===== src/rtl/mux_tree_arbiter.sv =====
// Round-robin arbiter driving the select bus and one-hot grant of a shared N_REQ:1 mux tree.
// Optional forced release after MAX_HOLD grant cycles is built in when MUX_ARB_TIMEOUT_EN is defined.
module mux_tree_arbiter #(
    parameter int N_REQ    = 4,
    parameter int SEL_W    = $clog2(N_REQ),
    parameter int MAX_HOLD = 8
) (
    input  logic             clk,
    input  logic             reset,
    input  logic [N_REQ-1:0] req,
    output logic [N_REQ-1:0] gnt,
    output logic [SEL_W-1:0] sel,
    output logic             gnt_valid
);

    localparam logic [0:0] IDLE  = 1'b0;
    localparam logic [0:0] GRANT = 1'b1;

    logic [0:0]       state_reg;
    logic [N_REQ-1:0] gnt_reg;
    logic [SEL_W-1:0] sel_reg;
    logic [SEL_W-1:0] last_reg;
    logic             gnt_valid_reg;

    logic [N_REQ-1:0] rot_req;
    logic [SEL_W-1:0] pick_off;
    logic [SEL_W-1:0] pick_idx;
    logic [N_REQ-1:0] pick_onehot;
    logic             timeout;

    // rot_req[k] is the requester k+1 places after the last grantee; N_REQ is a power of 2,
    // so the SEL_W-bit sum wraps modulo N_REQ for free.
    generate
        for (genvar gi = 0; gi < N_REQ; gi++) begin : g_rot
            assign rot_req[gi] = req[last_reg + SEL_W'(gi + 1)];
        end
    endgenerate

    always_comb begin
        pick_off = '0;
        for (int k = N_REQ - 1; k >= 0; k--) begin
            if (rot_req[k]) begin
                pick_off = SEL_W'(k);
            end
        end
    end

    assign pick_idx    = last_reg + pick_off + SEL_W'(1);
    assign pick_onehot = N_REQ'(1) << pick_idx;

`ifdef MUX_ARB_TIMEOUT_EN
    localparam int HOLD_W = (MAX_HOLD > 1) ? $clog2(MAX_HOLD) : 1;

    logic [HOLD_W-1:0] hold_cnt_reg;

    assign timeout = (hold_cnt_reg == HOLD_W'(MAX_HOLD - 1));

    always_ff @(posedge clk) begin
        if (reset) begin
            hold_cnt_reg <= '0;
        end else if (state_reg == IDLE) begin
            hold_cnt_reg <= '0;
        end else if (!timeout) begin
            hold_cnt_reg <= hold_cnt_reg + HOLD_W'(1);
        end
    end
`else
    assign timeout = 1'b0;
`endif

    // Leaving GRANT always passes through IDLE for one cycle, giving the tree a settling gap.
    always_ff @(posedge clk) begin
        if (reset) begin
            state_reg     <= IDLE;
            gnt_reg       <= '0;
            gnt_valid_reg <= 1'b0;
            sel_reg       <= '0;
            last_reg      <= SEL_W'(N_REQ - 1);
        end else begin
            case (state_reg)
                IDLE: begin
                    if (|req) begin
                        state_reg     <= GRANT;
                        gnt_reg       <= pick_onehot;
                        gnt_valid_reg <= 1'b1;
                        sel_reg       <= pick_idx;
                        last_reg      <= pick_idx;
                    end
                end
                default: begin
                    if (!req[last_reg] || timeout) begin
                        state_reg     <= IDLE;
                        gnt_reg       <= '0;
                        gnt_valid_reg <= 1'b0;
                    end
                end
            endcase
        end
    end

    assign gnt       = gnt_reg;
    assign sel       = sel_reg;
    assign gnt_valid = gnt_valid_reg;

endmodule

===== config.mk =====
export PLATFORM = sky130hd
export DESIGN_NAME = mux_tree_arbiter
export DESIGN_NICKNAME = d
export VERILOG_FILES = /design/src/rtl/mux_tree_arbiter.sv
export SDC_FILE = /design/constraint.sdc
export NUM_CORES = 1
export LEC_CHECK = 0
export BUFFER_PORTS_ARGS = -buffer_cell sky130_fd_sc_hd__buf_2
export CAP_MARGIN = 20
export CORE_ASPECT_RATIO = 0.8
export CORE_MARGIN = 2
export CORE_UTILIZATION = 45
export CTS_CLUSTER_SIZE = 16
export DETAILED_ROUTE_END_ITERATION = 6
export PLACE_DENSITY = 0.68
export SLEW_MARGIN = 25
export SYNTH_ARGS = -nofsm -noshare
export SYNTH_HDL_FRONTEND = slang
export SYNTH_SLANG_ARGS = --single-unit

===== constraint.sdc =====
create_clock -name clk -period 6 [get_ports clk]
set_clock_uncertainty 0.15 [all_clocks]
set_input_delay 1.8 -clock clk [delete_from_list [all_inputs] [get_ports clk]]
set_output_delay 1.8 -clock clk [all_outputs]
set_load 0.1 [all_outputs]

==> flow_metrics.tcl <==
set metrics [dict create \
    vias_per_cell 5.73 \
    cap_viol_max_count 0 \
    synthArstFlopShare_pct 0 \
    largest_register_ff_count 4 \
    seqPwrFrac_pct 24.8 \
    clkSinkCount 10 \
    worst_setup_path_end_kind "flop" \
    row_count 13 \
    path_clk_slew_ps 70 \
    synthAdderAreaFrac_pct 3.13 \
    clockBufferDepth 2 \
    stdcell_area_um2 853 \
    synth_edf_count 0 \
    drtIter0Drc 14 \
    area_growth_pct 6.56 \
    final-hold-violation-count 0 \
    final_nets 115 \
    netlist_area_um2 801 \
    ys_ff_latch 10 \
    critical_path_class "primary input to flop" \
    num_antenna_cells 0 \
    worst_pin_slew_ps 515 \
    dp.cells 124 \
    p_int_mw 0.207 \
    hold-worst-slack_ps 297 \
    hp-class "flop to flop" \
    placed_area_um2 817 \
    drive_gt1_share_pct 23.6 \
    cts_tree "built" \
    synth_top_family_by_area "simple AND/OR/NAND/NOR gates" \
    cts_htree_levels 1 \
    path_cells "buf_2, nor2_1, a221o_1, a221oi_1, ha_1, or3b_1, a2111oi_0, a31oi_1, o2111ai_1" \
    timing.final.crit_share_pct 67.6 \
    finalCriticalPeriod_ps 4060 \
    grt_pass1_wl_um 2880 \
    wl_um 1630 \
    finalMaxSlewViolations 0 \
    layout_common_cells "nor2_1, buf_2, dfxtp_1" \
    cts-root-buf "clkbuf_4" \
    gp_congestion 0.820 \
    path_max_fanout 9 \
    place.port_buffers 12 \
    vdd_drop_max_mv 0.337 \
    antenna_left 0 \
    clock.fmax_mhz 246 \
    final.setup.tns_ps 0 \
    synth_area_leader_cell "dfxtp_1" \
    stdcell_count 128 \
    start_kind "primary input" \
    die_w_um 51.2 \
    die-area_um2 2140 \
    grt_pass1_vias 644 \
    synthCells 99 \
    cp_slowest_cell "or3b_1" \
    coreArea_um2 1640 \
    start_util_pct 48.7 \
    p_per_area_nw_per_um2 544 \
    status "finished, final reports clean" \
    yosysWarnings 0 \
    routedWlPerCell_um 12.7 \
    p_switching_mw 0.257 \
    synth_xor_area_share_pct 3.12 \
    clkLatencyLatePin_ps 270 \
    dpl.hpwl_um 1170 \
    drt-pass1-iter-count 4 \
    ff2ff_setup_slack_ps 3080 \
    grt_overflow 0 \
    final_common_cell "nor2_1" \
    cts_made_buffers 3 \
    synthTopCellsByArea "dfxtp_1, nor2_1, buf_6, nand2_1, mux2i_1" \
    switching_share_pct 55.4 \
    boundaryPins 13 \
    pwr-share-comb_pct 62.1 \
    num_vias 734 \
    synth_top_area_share_pct 25.0 \
    synth_compound_area_share_pct 23.3 \
    slew_headroom_pct 65.6 \
    ys_types 46 \
    synth_nets 107 \
    cts_resized 0 \
    rsz0062_at_grt "no" \
    synth.avg_cell_area_um2 8.09 \
    synthMuxAreaShare_pct 5.16 \
    synthSimpleGateAreaFrac_pct 30.2 \
    grt_use_total_pct 17.3 \
    worstPathRequired_ps 6040 \
    power.leakage_nw 0.363 \
    synthFlopType "dfxtp_1" \
    cts_hold_buf 0 \
    setup_violations 0 \
    grt_max_degree 18 \
    drc_errors 0 \
    p_clk_share_pct 13.1 \
    post_cts_buffers 0 \
    yosysSeqAreaShare_pct 25.0 \
    antenna_found_initial 0 \
    die-height_um 41.7 \
    cp_slowest_stage_delay_ps 420 \
    arrival_ps 4100 \
]
## stage by stage
step | power [mW] | utilization, % | worst slack, ps
final | 0.464 | 51.9 | 1940
after global routing | 0.493 | 51.9 | 1700
after CTS | 0.466 | 51.9 | 1950
after detailed placement | 0.403 | 49.7 | 1680
after global placement | 0.403 | 49.7 | 1740
after floorplan | 0.371 | - | 1960
## critical path, delay by kind of cell
kind | cells | cell delay (ps)
simple gates | 2 | 500
compound gates | 5 | 1280
fa+ha+maj | 1 | 340
buf+inv | 1 | 160
## final timing paths
check	start	endpoint	cells past startpoint
hold reg to reg	gnt[1]	gnt[1]	2
setup reg to reg	last_reg[0]	gnt[3]	8
setup / recovery	req[1]	gnt[3]	9
hold / removal	gnt[1]	gnt[1]	2
## metal layers
| layer | GRT usage (%) | up-vias | part of all wire, % |
|---|---|---|---|
| met3 | 6.47 | 0 | 6.1 |
| met1 | 25.3 | 340 | 50 |
| met5 | 0 | - | 0 |
| li1 | - | 377 | - |
| met2 | 23.9 | 17 | 43 |
| met4 | 3.78 | 0 | 0 |
## cell families (layout without fill, tap and decap cells)
group           after synthesis  in the layout
simple gates                 47             47
compound gates               23             23
buf+inv                      11             18
flops                        10             10
mux                           4              4
fa+ha+maj                     2              2
xor+xnor                      2              2
## Yosys cell counts, drive strengths merged (2+ instances only)
master / number
ha: 2
mux2i: 3
a211oi: 2
o21bai: 2
o21ai: 3
nor2: 16
nor4: 4
nand2: 9
buf: 8
xnor2: 2
or3b: 2
nand2b: 2
a21oi: 2
dfxtp: 10
inv: 2
nand3: 3
and2: 2
nand3b: 2
nor3: 3
a2111oi: 2
## final cells by class
cell class / count / area, um2
flip-flops and latches: 10 / 200
well taps: 22 / 27.5
inverters: 2 / 10.0
clock buffers: 4 / 36.3
fillers: 163 / 790
multi-input cells: 78 / 519
repair buffers: 12 / 60.1
## power by group through the flow
stage	registers [mW]	logic, mW	clock network, mW
floorplan	0.217	0.154	0
global placement	0.116	0.287	0
detailed placement	0.116	0.287	0
CTS	0.115	0.288	0.0631
global route	0.119	0.308	0.0664
finish	0.115	0.288	0.0606
Power figures use the tool's default switching activity.
